**config.mk**
```make
export PLATFORM = sky130hd
export DESIGN_NAME = pwm_multi
export DESIGN_NICKNAME = d
export VERILOG_FILES = /design/src/rtl/pwm_pkg.sv /design/src/rtl/pwm_timebase.sv /design/src/rtl/pwm_multi.sv
export SDC_FILE = /design/constraint.sdc
export NUM_CORES = 1
export LEC_CHECK = 0
export BUFFER_PORTS_ARGS = -buffer_cell sky130_fd_sc_hd__clkbuf_2
export CORE_MARGIN = 8
export CORE_UTILIZATION = 50
export CTS_BUF_LIST = sky130_fd_sc_hd__clkbuf_4
export CTS_CLUSTER_DIAMETER = 50
export DETAILED_ROUTE_END_ITERATION = 10
export PLACE_DENSITY = 0.74
export SYNTH_ARGS = -nofsm -noshare
export SYNTH_HDL_FRONTEND = slang
export SYNTH_SLANG_ARGS = --single-unit
export TNS_END_PERCENT = 5
```
**constraint.sdc**
```tcl
create_clock -name clk -period 4.1 [get_ports clk]
set_input_delay 0.41 -clock clk [delete_from_list [all_inputs] [get_ports clk]]
set_output_delay 0.41 -clock clk [all_outputs]
set_load 0.01 [all_outputs]
```
**src/rtl/pwm_pkg.sv**
```systemverilog
// Shared definitions for the multi-channel PWM block: mode encodings, default sizes
// and the channel-select width helper.
package pwm_pkg;

    localparam int unsigned PWM_WIDTH_DEF      = 8;
    localparam int unsigned PWM_CHANNELS_DEF   = 4;
    localparam int unsigned PWM_PRESCALE_W_DEF = 8;

    typedef enum logic {
        PWM_EDGE   = 1'b0,
        PWM_CENTER = 1'b1
    } pwm_mode_e;

    typedef enum logic {
        DIR_UP   = 1'b0,
        DIR_DOWN = 1'b1
    } pwm_dir_e;

    // A single channel still needs a one-bit select.
    function automatic int unsigned ch_width(input int unsigned n);
        return (n > 1) ? $clog2(n) : 1;
    endfunction

endpackage

```
**src/rtl/pwm_timebase.sv**
```systemverilog
// Shared PWM timebase: prescaler, edge/center counter, shadowed top and the
// period-boundary pulse that also gates duty-buffer loads.
module pwm_timebase
    import pwm_pkg::*;
#(
    parameter int unsigned WIDTH      = PWM_WIDTH_DEF,
    parameter int unsigned PRESCALE_W = PWM_PRESCALE_W_DEF
) (
    input  logic                  clk,
    input  logic                  rst_n,
    input  logic                  en,
    input  logic [WIDTH-1:0]      top,
    input  logic [PRESCALE_W-1:0] prescale,
    input  logic                  center_mode,
    output logic [WIDTH-1:0]      counter,
    output logic                  load_c,
    output logic                  period_tick
);

    logic [PRESCALE_W-1:0] presc_q;
    logic [WIDTH-1:0]      top_q;
    logic [WIDTH-1:0]      cnt_d;
    pwm_dir_e              dir_q;
    pwm_dir_e              dir_d;
    pwm_mode_e             mode_c;
    logic                  tick_c;
    logic                  up_move_c;
    logic                  boundary_c;

    // Next counter value, direction and boundary detection for one tick.
    always_comb begin
        mode_c     = pwm_mode_e'(center_mode);
        tick_c     = en && (presc_q == prescale);
        cnt_d      = counter;
        dir_d      = dir_q;
        up_move_c  = 1'b0;
        boundary_c = 1'b0;
        if (tick_c) begin
            if (mode_c == PWM_EDGE) begin
                dir_d = DIR_UP;
                if (counter >= top_q) begin
                    cnt_d      = '0;
                    boundary_c = 1'b1;
                end else begin
                    cnt_d = counter + WIDTH'(1);
                end
            end else if (top_q == '0) begin
                cnt_d      = '0;
                dir_d      = DIR_UP;
                boundary_c = 1'b1;
            end else begin
                // Turn around at either end without repeating the end value.
                up_move_c  = (counter == '0) || ((dir_q == DIR_UP) && (counter < top_q));
                cnt_d      = up_move_c ? counter + WIDTH'(1) : counter - WIDTH'(1);
                dir_d      = ((cnt_d == '0) || (up_move_c && (cnt_d < top_q))) ? DIR_UP : DIR_DOWN;
                boundary_c = (cnt_d == '0);
            end
        end
    end

    assign load_c = !en || boundary_c;

    always_ff @(posedge clk or negedge rst_n) begin
        if (!rst_n) begin
            presc_q     <= '0;
            counter     <= '0;
            dir_q       <= DIR_UP;
            top_q       <= '0;
            period_tick <= 1'b0;
        end else if (!en) begin
            presc_q     <= '0;
            counter     <= '0;
            dir_q       <= DIR_UP;
            top_q       <= top;
            period_tick <= 1'b0;
        end else begin
            presc_q     <= tick_c ? '0 : presc_q + PRESCALE_W'(1);
            counter     <= cnt_d;
            dir_q       <= dir_d;
            period_tick <= boundary_c;
            if (boundary_c) begin
                top_q <= top;
            end
        end
    end

endmodule

```
**src/rtl/pwm_multi.sv**
```systemverilog
// Multi-channel PWM: one shared timebase feeding per-channel double-buffered duty
// comparators with selectable output polarity.
module pwm_multi
    import pwm_pkg::*;
#(
    parameter int unsigned  WIDTH      = PWM_WIDTH_DEF,
    parameter int unsigned  CHANNELS   = PWM_CHANNELS_DEF,
    parameter int unsigned  PRESCALE_W = PWM_PRESCALE_W_DEF,
    localparam int unsigned CH_W       = ch_width(CHANNELS)
) (
    input  logic                  clk,
    input  logic                  rst_n,
    input  logic                  en,
    input  logic                  wr_en,
    input  logic [CH_W-1:0]       wr_ch,
    input  logic [WIDTH-1:0]      wr_duty,
    input  logic [WIDTH-1:0]      top,
    input  logic [PRESCALE_W-1:0] prescale,
    input  logic                  center_mode,
    input  logic [CHANNELS-1:0]   polarity,
    output logic [CHANNELS-1:0]   pwm_out,
    output logic                  period_tick
);

    logic [WIDTH-1:0]    counter;
    logic                load_c;
    logic [CHANNELS-1:0] raw_c;

    pwm_timebase #(
        .WIDTH      (WIDTH),
        .PRESCALE_W (PRESCALE_W)
    ) u_timebase (
        .clk         (clk),
        .rst_n       (rst_n),
        .en          (en),
        .top         (top),
        .prescale    (prescale),
        .center_mode (center_mode),
        .counter     (counter),
        .load_c      (load_c),
        .period_tick (period_tick)
    );

    // Per-channel pending/active duty pair; active only changes on load.
    for (genvar g = 0; g < CHANNELS; g++) begin : g_ch
        logic [WIDTH-1:0] pend_q;
        logic [WIDTH-1:0] act_q;
        logic             wr_hit_c;

        assign wr_hit_c = wr_en && (wr_ch == CH_W'(g));

        always_ff @(posedge clk or negedge rst_n) begin
            if (!rst_n) begin
                pend_q <= '0;
                act_q  <= '0;
            end else begin
                if (load_c) begin
                    act_q <= pend_q;
                end
                if (wr_hit_c) begin
                    pend_q <= wr_duty;
                end
            end
        end

        assign raw_c[g] = (counter < act_q);
    end

    always_ff @(posedge clk or negedge rst_n) begin
        if (!rst_n) begin
            pwm_out <= '0;
        end else if (!en) begin
            pwm_out <= polarity;
        end else begin
            pwm_out <= raw_c ^ polarity;
        end
    end

endmodule

```
==> flow_summary.ini <==
[cts]
h-tree-depth = 3
cts_root_buffer = clkbuf_4
cts_setup_buffers = 0
ctsHoldBuffers = 0
cts_resized = 0
cts_made_buffers = 9
clockBufferDepth = 2
clk_pin_slew_ns = 0.14
cts_tree = built
clock-sinks = 94
clk_latency_ns = 0.45

[yosys]
avgSynthCellArea_um2 = 11.3
synth_edf_count = 0
yosysSeqAreaShare_pct = 42.4
synthesis.nets = 574
ys_ff_latch = 94
ys.flop_type = dfrtp_1
yosysWarnings = 0
synth_area_mm2 = 0.00554
synthDistinctLibCells = 51
async_flop_share_pct = 100
syn_inst = 491

[setup_path]
worstSetupPathType = flip-flop to flip-flop
worstPathCellList = inv_1 -> ha_1 -> nor2b_1 -> o211ai_1 -> a211oi_2 -> or2_1 -> a21oi_1 -> xor2_1 -> inv_1 -> ha_1 -> a21oi_1 -> a21boi_0 -> o21ai_0 -> a21oi_1 -> o31ai_1 -> o2bb2ai_1
reg2reg_slack_ns = 0.50
required_ns = 4.43
worst-path-max-fanout = 14
worstSetupStartpointType = flip-flop
cpMostUsedCell = a21oi_1
worst_ep_arrival_time_ns = 3.93
end_kind = flip-flop
cp_slowest_cell = dfrtp_1
cp_slowest_stage_delay_ns = 0.58

[sta]
final.min_clock_period_ns = 3.60
max_freq_ghz = 0.278
fin_ws_ns = 0.502
relSlewSlack_pct = 43.3
timing.setup.tns_ns = 0
tightestPinTransition_ns = 0.847
fin_skew_ns = 0.0115
finalSetupViolCount = 0
fin_crit_sh_pct = 87.8
finalHoldViolCount = 0
slew_viol_final = 0
rsz0062_at_grt = false

[place]
dpl_cell_area_mm2 = 0.00589
place_inst = 662
routabilityCongestion = 0.902
dp_hpwl_mm = 8.63
io_buffers = 39
dpl_worst_slack_ns = 0.532

[drt]
drtPass1Iterations = 5
via_count = 3769
wl_per_cell_um = 16.9
vias_per_cell = 5.56
drc = 0
ant_nets = 0
drt_iter0_markers = 112
wl_mm = 11.5

[cells_and_area]
antenna_cells = 0
drive_above_1_share_pct = 26.0
mostFrequentLayoutCell = dfrtp_1
area_delta_synth_final_pct = 8.71
design_area_mm2 = 0.00603
layout_common_cells = 94 x dfrtp_1, 48 x inv_1, 48 x ha_1
stdcell_count = 678
finalNetCount = 616

[global_routing]
grt_use_total_pct = 16.6
grt_pass1_vias = 3998
antenna_found_initial = 0
grt_start_max_net_pins = 67
grt_pass1_wl_mm = 19.5
grt_overflow_total = 0

[floorplanning]
die_x_um = 121
ioPinCount = 40
start_util_pct = 51.1
core_mm2 = 0.0108
dieArea_mm2 = 0.0147
die_h_um = 121
row_count = 38

[hold_path]
hold_class = input pin to asynchronous set/reset pin

[power]
p_leak_nw = 3.02
peakVddDrop_v = 0.000229
power.density_mw_per_mm2 = 348

[outcome]
outcome = finished, final reports clean

[job]
max_cap_violations = 0
[Yosys cell counts, types with 4 or more instances]
cell type / number / area share (%)
buf_2: 4 / 0.36
nand3_1: 12 / 1.1
inv_1: 48 / 3.3
and3_1: 6 / 0.68
nand2b_1: 5 / 0.56
a31oi_1: 5 / 0.56
clkbuf_1: 8 / 0.54
a211oi_1: 6 / 0.81
nor3_1: 5 / 0.45
dfrtp_1: 94 / 42
a21oi_1: 7 / 0.63
mux2_4: 40 / 11
a21o_1: 8 / 1.1
nor2_1: 30 / 2.0
xnor2_1: 13 / 2.1
ha_1: 48 / 11
nand4_1: 6 / 0.68
o211ai_1: 7 / 0.95
nand3b_1: 5 / 0.68
nor4_1: 5 / 0.56
nand2_1: 13 / 0.88
nor2b_1: 7 / 0.79
buf_6: 4 / 0.81
o31ai_1: 5 / 0.68
o21ai_0: 19 / 1.7
mux2_2: 34 / 6.9
xor2_1: 13 / 2.1
[flip-flops by register name (all words and copies together), names as in the netlist]
register                count
g_ch.act_q                 32
g_ch.pend_q                32
pwm_out                     4
u_timebase.counter          8
u_timebase.dir_q            1
u_timebase.period_tick      1
u_timebase.presc_q          8
u_timebase.top_q            8
[worst paths after layout]
kind                                       start               endpoint  cells past startpoint
max in group asynchronous                  rst_n  u_timebase.counter[6]                      2
hold reg to reg                g_ch[3].pend_q[6]       g_ch[3].act_q[6]                      1
setup / recovery           u_timebase.counter[0]       u_timebase.dir_q                     16
hold / removal                             rst_n  u_timebase.presc_q[6]                      1
setup reg to reg           u_timebase.counter[0]       u_timebase.dir_q                     16
min in group clk                     polarity[3]             pwm_out[3]                      2
[area by class of cell]
cell class / count / area (µm²)
sequential: 94 / 2350
clock buffer: 9 / 67.6
multi-input combinational: 333 / 2930
clock inverter: 7 / 65.1
timing repair buffer: 47 / 258
tap: 140 / 175
fill: 953 / 4810
inverter: 48 / 180
[routing by layer]
| layer | part of all wire [%] | up-vias | GRT usage (%) |
|---|---|---|---|
| met1 | 44 | 1859 | 20.3 |
| met2 | 51 | 65 | 28.7 |
| met3 | 4.3 | 13 | 3.26 |
| met5 | 0 | - | 0 |
| met4 | 1.1 | 0 | 5.40 |
| li1 | - | 1832 | - |
[kinds of logic (layout without fill, tap and decap cells)]
kind of cell,after synthesis,in the layout,share of synthesized area [%]
and+or+nand+nor,105,105,9.93
muxes,75,75,17.9
DFF,94,94,42.4
AOI/OAI and AO/OA,79,79,9.80
adders and majority gates,48,48,10.8
buffers and inverters,64,111,4.97
xor gates and xnor gates,26,26,4.11
[power breakdown]
part	internal [mW]	total (mW)	switching [mW]
clock network	0.182	0.486	0.304
logic	0.255	0.437	0.182
registers	1.08	1.17	0.0940
total	1.52	2.10	0.580
[critical path: cells and delay by family, from the launching register on]
kind,cells,cell delay (ns)
AND/OR/NAND/NOR,2,0.57
adder cells (fa/ha/maj),2,0.52
buffers and inverters,2,0.25
flip-flops,1,0.58
XOR/XNOR,1,0.20
AO/OA/AOI/OAI,9,1.35
[stage by stage]
stage | hold slack, ns | power, mW | util [%]
global route | 0.0647 | 2.22 | 55.6
global placement | 0.480 | 1.61 | 54.4
finish | 0.0179 | 2.10 | 55.6
floorplan | 0.114 | 1.49 | -
detailed placement | 0.484 | 1.64 | 54.4
CTS | 0.0324 | 2.12 | 55.6
Power figures use the tool's default switching activity.
